`src/rtl/uart_pkg.sv`:
```
// uart_pkg: shared UART baud constants and operand-collector state encoding
package uart_pkg;
   localparam int CLK_HZ          = 12_000_000;
   localparam int BAUD            = 9600;
   localparam int FRAME_BITS      = 10;
   localparam int TIMEOUT_DEFAULT = 2 * FRAME_BITS * (CLK_HZ / BAUD);
   typedef enum logic [1:0] {
      IDLE   = 2'd0,
      WAIT_B = 2'd1,
      HOLD   = 2'd2
   } coll_state_t;
endpackage

```
`src/rtl/sync_edge_detect.sv`:
```
// sync_edge_detect: 2-flop synchroniser plus rising-edge pulse for a level from another clock domain
//   clk    destination clock
//   resetn asynchronous active-low reset
//   d      asynchronous level input
//   pulse  one-cycle pulse in the clk domain per rising edge of d
module sync_edge_detect (
   input  logic clk,
   input  logic resetn,
   input  logic d,
   output logic pulse
);
   logic s1, s2, s3;
   always_ff @(posedge clk or negedge resetn)
      if (!resetn) {s1, s2, s3} <= 3'b000;
      else         {s1, s2, s3} <= {d, s1, s2};
   assign pulse = s2 & ~s3;
endmodule

```
`src/rtl/uart_operand_collector.sv`:
```
// uart_operand_collector: pairs two received bytes into operands A, B and a registered 9-bit sum
//   hwclk/resetn          system clock, asynchronous active-low reset
//   rx_byte/rx_done       receiver byte and its done level (baud-clock domain)
//   op_a/op_b/sum         held result, valid while out_valid, released by out_ready
//   timeout_pulse         one cycle when a lone A is discarded
//   overrun_cnt           saturating count of bytes dropped while a result is held
module uart_operand_collector
   import uart_pkg::*;
#(
   parameter int TIMEOUT_CYCLES = TIMEOUT_DEFAULT,
   parameter int CNT_W          = 15
) (
   input  logic       hwclk,
   input  logic       resetn,
   input  logic [7:0] rx_byte,
   input  logic       rx_done,
   output logic [7:0] op_a,
   output logic [7:0] op_b,
   output logic [8:0] sum,
   output logic       out_valid,
   input  logic       out_ready,
   output logic       timeout_pulse,
   output logic [7:0] overrun_cnt
);
   coll_state_t      state, state_nx;
   logic [CNT_W-1:0] cnt;
   logic             byte_evt, take_a, take_b, expire, hs;
   sync_edge_detect u_sync (
      .clk    (hwclk),
      .resetn (resetn),
      .d      (rx_done),
      .pulse  (byte_evt)
   );
   // a byte arriving on the expiry cycle wins over the timeout
   always_comb begin
      take_a   = (state == IDLE) & byte_evt;
      take_b   = (state == WAIT_B) & byte_evt;
      expire   = (state == WAIT_B) & ~byte_evt & (cnt == CNT_W'(TIMEOUT_CYCLES - 1));
      hs       = (state == HOLD) & out_valid & out_ready;
      state_nx = take_a ? WAIT_B : take_b ? HOLD : (expire | hs) ? IDLE : state;
   end
   always_ff @(posedge hwclk or negedge resetn)
      if (!resetn) state <= IDLE;
      else         state <= state_nx;
   always_ff @(posedge hwclk or negedge resetn)
      if (!resetn) begin
         cnt           <= '0;
         op_a          <= 8'd0;
         op_b          <= 8'd0;
         sum           <= 9'd0;
         out_valid     <= 1'b0;
         timeout_pulse <= 1'b0;
         overrun_cnt   <= 8'd0;
      end else begin
         cnt           <= take_a ? '0 : (state == WAIT_B) ? cnt + CNT_W'(1) : cnt;
         op_a          <= take_a ? rx_byte : op_a;
         op_b          <= take_b ? rx_byte : op_b;
         sum           <= take_b ? {1'b0, op_a} + {1'b0, rx_byte} : sum;
         out_valid     <= take_b | (out_valid & ~hs);
         timeout_pulse <= expire;
         overrun_cnt   <= (state == HOLD && byte_evt && overrun_cnt != 8'hFF) ? overrun_cnt + 8'd1 : overrun_cnt;
      end
endmodule

```
`config.mk`:
```
export PLATFORM = sky130hd
export DESIGN_NAME = uart_operand_collector
export DESIGN_NICKNAME = d
export VERILOG_FILES = /design/src/rtl/uart_pkg.sv /design/src/rtl/sync_edge_detect.sv /design/src/rtl/uart_operand_collector.sv
export SDC_FILE = /design/constraint.sdc
export NUM_CORES = 1
export LEC_CHECK = 0
export BUFFER_PORTS_ARGS = -buffer_cell sky130_fd_sc_hd__buf_4
export CAP_MARGIN = 15
export CORE_MARGIN = 2
export CORE_UTILIZATION = 34
export CTS_BUF_LIST = sky130_fd_sc_hd__clkbuf_2 sky130_fd_sc_hd__clkbuf_4 sky130_fd_sc_hd__clkbuf_8
export DETAILED_ROUTE_END_ITERATION = 10
export GPL_TIMING_DRIVEN = 0
export PLACE_DENSITY = 0.54
export SLEW_MARGIN = 20
export SYNTH_ARGS = -nofsm -noshare
export SYNTH_HDL_FRONTEND = slang
export SYNTH_SLANG_ARGS = --single-unit
export TNS_END_PERCENT = 50
```
`constraint.sdc`:
```
create_clock -name hwclk -period 2.1 [get_ports hwclk]
set_input_delay 0.315 -clock hwclk [delete_from_list [all_inputs] [get_ports hwclk]]
set_output_delay 0.315 -clock hwclk [all_outputs]
set_load 0.005 [all_outputs]
```
==> results of run 1 <==
-- flip-flops by register name, summed over array words and instances (netlist names) --
signal and count:
out_valid 1, timeout_pulse 1, op_b 8, op_a 8, cnt 15, sum 9, overrun_cnt 8, state 2
u_sync.s3 1, u_sync.s1 1, u_sync.s2 1
-- layout make-up --
| type | instances | area [um^2] | share of cell area |
|---|---|---|---|
| flip-flops and latches | 55 | 1376 | 0.4234 |
| clock inverters | 2 | 38.79 | 0.01193 |
| clock buffers | 6 | 82.58 | 0.02540 |
| well taps | 102 | 127.6 | 0.03926 |
| plain buffers | 8 | 45.04 | 0.01386 |
| repair buffers | 47 | 352.8 | 0.1085 |
| multi-input cells | 201 | 1216 | 0.3741 |
| inverters | 3 | 11.26 | 0.003464 |
-- cells by family (layout without fill, tap and decap cells) --
group / Yosys count / in the layout
AND/OR/NAND/NOR: 121 / 121
AO/OA/AOI/OAI: 56 / 56
flip-flops: 55 / 55
adder cells (fa/ha/maj): 11 / 11
buffers and inverters: 11 / 66
XOR/XNOR: 10 / 10
multiplexers: 3 / 3
-- through the flow --
stage / cell area, um^2 / cells / TNS, ns / worst slack, ns / util
3_3_place_gp: 3117 / 415 / -0.1139 / -0.1139 / 0.4076
5_1_grt: 3251 / 424 / 0 / 0.006061 / 0.4251
2_1_floorplan: 2644 / 267 / 0 / 0.1258 / -
6_report: 3251 / 424 / 0 / 0.1420 / 0.4251
4_1_cts: 3248 / 424 / 0 / 0.04091 / 0.4247
3_5_place_dp: 3117 / 415 / -0.1252 / -0.1252 / 0.4076
-- repair_timing --
action	4_1_cts	5_1_grt
pin swaps	0	1
setup buffers	1	0
gates resized for setup	1	1
endpoints found under the setup margin	1	2
endpoints found under the hold margin	0	0
-- worst reg2reg max path: stages, from the launching register on --
cell and delay [ns]:
dfrtp_1 0.41, ha_2 0.21, fa_2 0.37, a211o_1 0.30, o211ai_1 0.11, buf_4 0.16, a21oi_1 0.05, o21ai_0 0.14
a21oi_1 0.09
-- cells in the final DEF, fill, tap and decap left out, types with 2 or more instances in the layout --
master,netlist,routed
o31ai_1,4,4
a211oi_1,3,3
a21o_1,2,2
a211o_1,2,2
xnor2_1,7,7
o211ai_1,6,6
xor2_1,3,3
inv_1,3,3
buf_4,0,47
nor2_1,7,7
nand2b_1,2,2
nor3_2,2,2
o21ai_1,2,2
mux2i_1,2,2
a21oi_1,7,7
buf_6,2,2
nand2_1,76,76
and3_1,4,4
nand3_1,10,10
ha_1,10,9
nor3b_1,2,2
clkbuf_8,0,6
a31oi_1,2,2
o21ai_0,25,25
nand4_1,8,8
dfrtp_1,55,55
clkbuf_1,5,5
-- where the power goes --
group	leakage, nW	internal (mW)	switching (mW)	total (mW)
sequential	0.703	1.38	0.255	1.63
clock	0.0618	0.393	0.364	0.757
combinational	0.766	0.783	0.753	1.54
total	1.53	2.55	1.37	3.92
-- worst min-delay path by stage --
stage,cells after the start,from,end
finish,1,resetn,op_b[0]
floorplan,0,resetn,cnt[0]
global route,1,rx_done,u_sync.s1
CTS,1,resetn,cnt[1]
detailed placement,0,u_sync.s1,u_sync.s2
global placement,0,u_sync.s1,u_sync.s2
-- metal layers --
layer / share of wire / GRT usage / vias up
li1: - / - / 1050
met2: 0.43 / 0.2102 / 34
met4: 0.012 / 0.04104 / 0
met3: 0.033 / 0.02958 / 6
met1: 0.52 / 0.2067 / 969
met5: 0 / 0 / -
==> metrics.yaml, run 1 <==
status: "finished, final reports clean"
root_buffer: "clkbuf_8"
fin_skew_ns: 0.009964
timing.rr.start: "op_a[0]"
synth.area.mux_share: 0.01183
synthAdderAreaFrac: 0.05490
ys_seq_area_frac: 0.5206
cts_tree: "done"
crit_cells: 8
wl_per_cell_um: 13.25
synth_top_cell_area_share: 0.5206
period_share: 0.9324
drt_iter0_markers: 99
num_vias: 2059
report.final.slew_viol_count: 0
die-area_um2: 8497
crit_chain: "ha_2, fa_2, a211o_1, o211ai_1, buf_4, a21oi_1, o21ai_0, a21oi_1"
whs_ns: 0.04171
finalPower_mw: 3.924
synthXorXnorAreaFrac: 0.03313
yosysUniqueCellTypes: 41
routed_wl_mm: 5.620
crit_path_start: "op_a[0]"
initial_core_util: 0.3457
rsz0062_at_grt: "no"
hold_viol: 0
die_w_um: 92.18
yosys.area_share.simple: 0.2257
antenna_found_initial: 0
grtUsageTotal: 0.1410
grt_pass1_wl_mm: 9.604
grt_pass1_vias: 1967
cts_max_level: 2
cpPeakStageDelay_ns: 0.41
antenna_left: 0
maxSlewHeadroom: 0.5340
synth_edf_count: 0
holdBufCountCts: 0
cts_buffers: 5
min_period_ns: 1.958
crit_top_cell: "a21oi_1"
r2r_slack_ns: 0.14
clk_pin_slew_ns: 0.10
netlist_area_um2: 2644
drcViolationCount: 0
nets: 344
rows: 32
area_growth_pct: 22.95
dp_hpwl_mm: 3.976
powerDensity_nw_per_um2: 1207
synthTopCellsByCount: "nand2_1, dfrtp_1, o21ai_0, ha_1, nand3_1"
syn_area_per_cell_um2: 9.902
insertion_delay_ns: 0.31
setup_viol: 0
layout-drive-gt1-share: 0.2143
synthTopCellsByArea: "dfrtp_1, nand2_1, ha_1"
pin_count: 47
reg2reg_depth: 8
maxCapViolations: 0
clkSinkCount: 55
leakage_nw: 1.531
diodes: 0
crit_end: "sum[8]"
cp-start-kind: "flop"
crit_type: "reg -> reg"
ir_drop_v: 0.0006224
cpLargestDelayFamily: "compound AO/OA/AOI/OAI gates"
synth_warnings: 0
critPathArrivalTime_ns: 2.15
critPathRequiredTime_ns: 2.29
first_pass_iters: 4
grt_max_degree: 56
vias_per_cell: 4.856
synthArstFlopShare: 1.000
synth_nets: 290
crit_path_end_kind: "flop"
cts_buffer_depth: 2
overflow: 0
io_buffers: 46
reg2reg_to: "sum[8]"
synth-compound-area-share: 0.1325
critPathSlowestCell: "dfrtp_1"
synth-seq-cells: 55
hold_class: "in -> async"
yosysMostFrequentCell: "nand2_1"
die-height_um: 92.18
fmax_mhz: 510.7
synth_top_family_by_area: "simple AND/OR/NAND/NOR gates"
crit_fanout: 3
num-fill-cells: 769
ys.flop_type: "dfrtp_1"
gp_congestion: 0.7277
synthesis.instances: 267
synth_top_area_cell: "dfrtp_1"
core_um2: 7647
critPathBufInv: 1
worst_slew_pin_slew_ns: 0.6990
(Power assumes the default switching activity.)
==> run 2: changes to the inputs <==
--- a/config.mk
+++ b/config.mk
@@ -8,11 +8,11 @@
 export BUFFER_PORTS_ARGS = -buffer_cell sky130_fd_sc_hd__buf_4
 export CAP_MARGIN = 15
 export CORE_MARGIN = 2
-export CORE_UTILIZATION = 34
+export CORE_UTILIZATION = 55
 export CTS_BUF_LIST = sky130_fd_sc_hd__clkbuf_2 sky130_fd_sc_hd__clkbuf_4 sky130_fd_sc_hd__clkbuf_8
 export DETAILED_ROUTE_END_ITERATION = 10
 export GPL_TIMING_DRIVEN = 0
-export PLACE_DENSITY = 0.54
+export PLACE_DENSITY = 0.8
 export SLEW_MARGIN = 20
 export SYNTH_ARGS = -nofsm -noshare
 export SYNTH_HDL_FRONTEND = slang
==> run 2 against run 1 <==
Register-to-register slack about the same. Global-route usage up 7.7 points. Via count up 4.4%. Combinational power up 3%. Final cell count down 11%. Highest routed layer unchanged.
==> metrics.yaml, run 2 (synthesis results as in run 1) <==
status: "finished, final reports clean"
vias_per_cell: 5.673  # +17%
diodes: 0  # unchanged
final_common_cell: "nand2_1"
regMostFlops: "cnt"
cts_max_level: 2  # unchanged
cp-start-kind: "flop"
min_period_ns: 1.958  # +0.0004260 ns
grt_pass1_wl_mm: 9.128  # -5.0%
antenna_left: 0  # unchanged
rsz0062_at_grt: "yes"
nets: 347  # +0.87%
p_int_mw: 2.683  # +5.1%
leakage_nw: 1.556  # +1.6%
whs_ns: 0.01669  # -0.02502 ns
setup_viol: 0  # unchanged
hold_viol: 0  # unchanged
cts_buffers: 5  # unchanged
clkSinkCount: 55  # unchanged
clk_pin_slew_ns: 0.10  # about the same
critPathRequiredTime_ns: 2.30  # about the same
worst_slew_pin_slew_ns: 0.6882  # -0.01073 ns
first_pass_iters: 4  # unchanged
period_share: 0.9326  # about the same
pin_count: 47  # unchanged
gp_congestion: 0.8032  # +10%
crit_fanout: 4  # +1
reg_top3: "cnt x15, sum x9"
die_w_um: 73.33  # -20%
die-height_um: 73.33  # -20%
cts_buffer_depth: 2  # unchanged
cpPeakStageDelay_ns: 0.43  # +0.02 ns
dp_hpwl_mm: 3.770  # -5.2%
pwr-share-comb: 0.391  # about the same
largest_reg_flops: 15  # unchanged
grtUsageTotal: 0.2182  # +0.07725
crit_type: "reg -> reg"
initial_core_util: 0.5635  # +0.2178
drcViolationCount: 0  # unchanged
critPathArrivalTime_ns: 2.15  # about the same
powerDensity_nw_per_um2: 1250  # +3.5%
holdBufCountCts: 0  # unchanged
crit_path_end_kind: "flop"
routed_wl_mm: 5.521  # -1.8%
cts_tree: "done"
crit_chain: "ha_4, fa_2, a211o_1, o211ai_1, nor3b_2, a311oi_1, o21ai_1"
final.setup.worst_slack_ns: 0.1415  # -0.0004260 ns
layout-drive-gt1-share: 0.2246  # +0.01033
io_buffers: 46  # unchanged
maxSlewHeadroom: 0.5412  # +0.007154
cpLargestDelayFamily: "compound AO/OA/AOI/OAI gates"
grt_pass1_vias: 1917  # -2.5%
report.final.slew_viol_count: 0  # unchanged
core_um2: 4692  # -39%
area_growth_pct: 22.67
drt_iter0_markers: 137  # +38%
placed_cell_area_um2: 3057  # -1.9%
swShare: 0.3379  # -0.01180
maxCapViolations: 0  # unchanged
overflow: 0  # unchanged
die-area_um2: 5377  # -37%
num_vias: 2150  # +4.4%
fin_skew_ns: 0.003829  # -0.006135 ns
root_buffer: "clkbuf_8"
postLayoutCellArea_um2: 3243  # -0.23%
hold_class: "in -> async"
layout_common_cells: "nand2_1, dfrtp_1, buf_4, o21ai_0, nand3_1"
antenna_found_initial: 0  # unchanged
p_seq_frac: 0.405  # -0.011
wl_per_cell_um: 14.57  # +9.9%
ir_drop_v: 0.0008335  # +34%
critPathBufInv: 0  # -1
clockPowerShare: 0.204  # +0.011
netSwitchingPower_mw: 1.370  # -0.21%
fmax_mhz: 510.6  # about the same
rows: 25  # -22%
critPathSlowestCell: "dfrtp_1"
pre_cts_ws_ns: -0.07038  # +0.05478 ns
grt_max_degree: 56  # unchanged
insertion_delay_ns: 0.31  # about the same
run 2: repair_timing:
action	4_1_cts	5_1_grt
endpoints found under the setup margin	1	2
pin swaps	0	6
gates resized for setup	1	4
buffers inserted	0	4
run 2: power by group through the flow:
| stage | logic, mW | clock network (mW) | registers (mW) |
|---|---|---|---|
| 6_report | 1.58 | 0.827 | 1.64 |
| 5_1_grt | 1.78 | 0.880 | 1.69 |
| 4_1_cts | 1.53 | 0.843 | 1.64 |
| 3_5_place_dp | 1.51 | 0 | 1.65 |
| 3_3_place_gp | 1.46 | 0 | 1.65 |
| 2_1_floorplan | 0.850 | 0 | 1.64 |
run 2: per-layer routing:
layer	share of wire	wire length (um)	up-vias	GRT usage
li1	-	-	1050	-
met1	0.48	2638	1041	0.3324
met2	0.46	2522	52	0.3173
met3	0.050	275	7	0.04115
met4	0.015	84	0	0.06869
met5	0	0	-	0
run 2: layout make-up:
type / instances / area [um^2]
clock inverters: 2 / 60.06
plain buffers: 8 / 45.04
clock buffers: 6 / 76.32
multi-input cells: 201 / 1231
flip-flops and latches: 55 / 1376
well taps: 54 / 67.56
inverters: 3 / 11.26
fillers: 372 / 1449
repair buffers: 50 / 375.4
run 2: path summary, 6_finish.rpt:
kind | start | slack, ns | to | depth (start not counted)
max | op_a[0] | 0.14 | sum[6] | 7
max in group asynchronous | resetn | 1.60 | op_a[0] | 1
min in group hwclk | rx_done | 0.11 | u_sync.s1 | 1
min | resetn | 0.02 | op_a[2] | 1
max reg2reg | op_a[0] | 0.14 | sum[6] | 7
min reg2reg | u_sync.s1 | 0.35 | u_sync.s2 | 0
run 2: stage by stage:
step	util	std cells	setup TNS [ns]	total power, mW
3_3_place_gp	0.6515	367	-0.04746	3.108
3_5_place_dp	0.6515	367	-0.07038	3.165
2_1_floorplan	-	267	0	2.489
6_report	0.6912	379	0	4.053
5_1_grt	0.6912	379	-0.002370	4.349
4_1_cts	0.6811	375	0	4.008
==> run 3: changes to the inputs <==
--- a/config.mk
+++ b/config.mk
@@ -13,6 +13,7 @@
 export DETAILED_ROUTE_END_ITERATION = 10
 export GPL_TIMING_DRIVEN = 0
 export PLACE_DENSITY = 0.8
+export REMOVE_ABC_BUFFERS = 1
 export SLEW_MARGIN = 20
 export SYNTH_ARGS = -nofsm -noshare
 export SYNTH_HDL_FRONTEND = slang
==> run 3 against run 2 <==
Final area is 3.1% lower. Non-clock buffer count down 11. Clock skew rose by 0.0051 ns. Largest power group unchanged.
==> metrics.yaml, run 3 (synthesis results as in run 1) <==
status: "finished, final reports clean"
p_seq_frac: 0.431  # +0.026
num_vias: 2090  # -2.8%
finalPower_mw: 3.829  # -5.5%
die_w_um: 73.33  # unchanged
grt_max_degree: 56  # unchanged
grt_pass1_vias: 1956  # +2.0%
pre_cts_ws_ns: -0.1422  # -0.07179 ns
wl_per_cell_um: 14.03  # -3.7%
largest_reg_flops: 15  # unchanged
whs_ns: 0.03170  # +0.01501 ns
clk_pin_slew_ns: 0.10  # about the same
fin_skew_ns: 0.008924  # +0.005096 ns
rsz0062_at_grt: "no"
period_share: 0.9440  # +0.01136
netSwitchingPower_mw: 1.325  # -3.2%
final.setup.worst_slack_ns: 0.1177  # -0.02387 ns
layout_common_cells: "nand2_1, dfrtp_1, buf_4, o21ai_0, nand3_1"
pwr-share-comb: 0.380  # -0.011
maxCapViolations: 0  # unchanged
critPathSlowestCell: "dfrtp_1"
routed_wl_mm: 5.162  # -6.5%
swShare: 0.3461  # +0.008143
final_common_cell: "nand2_1"
overflow: 0  # unchanged
cts_max_level: 2  # unchanged
cts_buffer_depth: 2  # unchanged
grt_pass1_wl_mm: 8.576  # -6.0%
insertion_delay_ns: 0.31  # about the same
root_buffer: "clkbuf_8"
area_growth_pct: 18.84
initial_core_util: 0.5635  # unchanged
dp_hpwl_mm: 3.610  # -4.2%
postLayoutCellArea_um2: 3142  # -3.1%
vias_per_cell: 5.679  # +0.12%
placed_cell_area_um2: 3012  # -1.5%
antenna_left: 0  # unchanged
core_um2: 4692  # unchanged
worst_slew_pin_slew_ns: 0.9623  # +0.2741 ns
regMostFlops: "cnt"
reg_top3: "cnt x15, sum x9"
drcViolationCount: 0  # unchanged
cpPeakStageDelay_ns: 0.41  # -0.02 ns
crit_fanout: 3  # -1
cts_buffers: 5  # unchanged
crit_type: "reg -> reg"
powerDensity_nw_per_um2: 1219  # -2.5%
leakage_nw: 1.511  # -2.9%
fmax_mhz: 504.5  # -1.2%
min_period_ns: 1.982  # +0.02387 ns
layout-drive-gt1-share: 0.2134  # -0.01124
rows: 25  # unchanged
crit_path_end_kind: "flop"
setup_viol: 0  # unchanged
grtUsageTotal: 0.2061  # -0.01211
crit_top_cell: "a21oi_1"
critPathRequiredTime_ns: 2.30  # about the same
clkSinkCount: 55  # unchanged
hold_viol: 0  # unchanged
nets: 336  # -3.2%
hold_class: "in -> async"
maxSlewHeadroom: 0.3561  # -0.1851
io_buffers: 46  # unchanged
drt_iter0_markers: 67  # -51%
cts_tree: "done"
p_int_mw: 2.504  # -6.7%
cp-start-kind: "flop"
crit_chain: "ha_2, fa_2, a211o_1, o211ai_1, buf_4, a21oi_1, o21ai_0, a21oi_1"
die-area_um2: 5377  # unchanged
clockPowerShare: 0.190  # -0.014
die-height_um: 73.33  # unchanged
first_pass_iters: 4  # unchanged
critPathArrivalTime_ns: 2.18  # +0.03 ns
diodes: 0  # unchanged
ir_drop_v: 0.0007085  # -15%
gp_congestion: 0.7952  # -1.0%
antenna_found_initial: 0  # unchanged
pin_count: 47  # unchanged
report.final.slew_viol_count: 0  # unchanged
==> run 3: path summary, 6_finish.rpt <==
kind / end / start / slack [ns] / cells after the start
max in group asynchronous: cnt[14] / resetn / 1.61 / 1
max reg2reg: sum[8] / op_a[0] / 0.12 / 8
max: sum[8] / op_a[0] / 0.12 / 8
min reg2reg: u_sync.s2 / u_sync.s1 / 0.36 / 0
min in group hwclk: u_sync.s1 / rx_done / 0.11 / 1
min: op_b[2] / resetn / 0.03 / 1
==> run 3: metal layers <==
layer  global-route usage  routed length, um  vias up
met2               0.3534               2572       40
met4              0.06869                 70        0
met5                    0                  0        -
met3              0.04527                195        6
met1               0.2590               2324     1011
li1                     -                  -     1033
==> run 3: worst max-delay path: cells and delay by family (launching register included) <==
kind | cells | cell delay [ns]
compound gates | 5 | 0.72
flops | 1 | 0.41
buf+inv | 1 | 0.16
fa+ha+maj | 2 | 0.57
==> run 3: layout make-up <==
class                           instances  area [um^2]
Tap cell                               54        67.56
Clock inverter                          2        35.03
Fill cell                             387         1550
Timing Repair Buffer                   47        352.8
Multi-Input combinational cell        201         1216
Sequential cell                        55         1376
Clock buffer                            6        82.58
Inverter                                3        11.26
==> run 3: timing repair <==
item	in CTS	in global routing
pin swaps	0	1
endpoints found under the setup margin	1	2
gates cloned	0	0
setup buffers	1	0
hold buffers	0	0
resized for setup	1	1
==> run 3: stage by stage <==
| stage | utilization | TNS, ns | cells |
|---|---|---|---|
| after floorplan | - | 0 | 259 |
| after global placement | 0.6419 | -0.06165 | 359 |
| after detailed placement | 0.6419 | -0.1422 | 359 |
| after CTS | 0.6691 | 0 | 368 |
| after global routing | 0.6696 | 0 | 368 |
| final | 0.6696 | 0 | 368 |
==> run 3: power groups by stage <==
stage / logic, mW / registers [mW] / clock network, mW
after CTS: 1.47 / 1.65 / 0.748
after floorplan: 0.783 / 1.65 / 0
after global routing: 1.64 / 1.70 / 0.782
final: 1.45 / 1.65 / 0.727
after global placement: 1.38 / 1.66 / 0
after detailed placement: 1.45 / 1.67 / 0
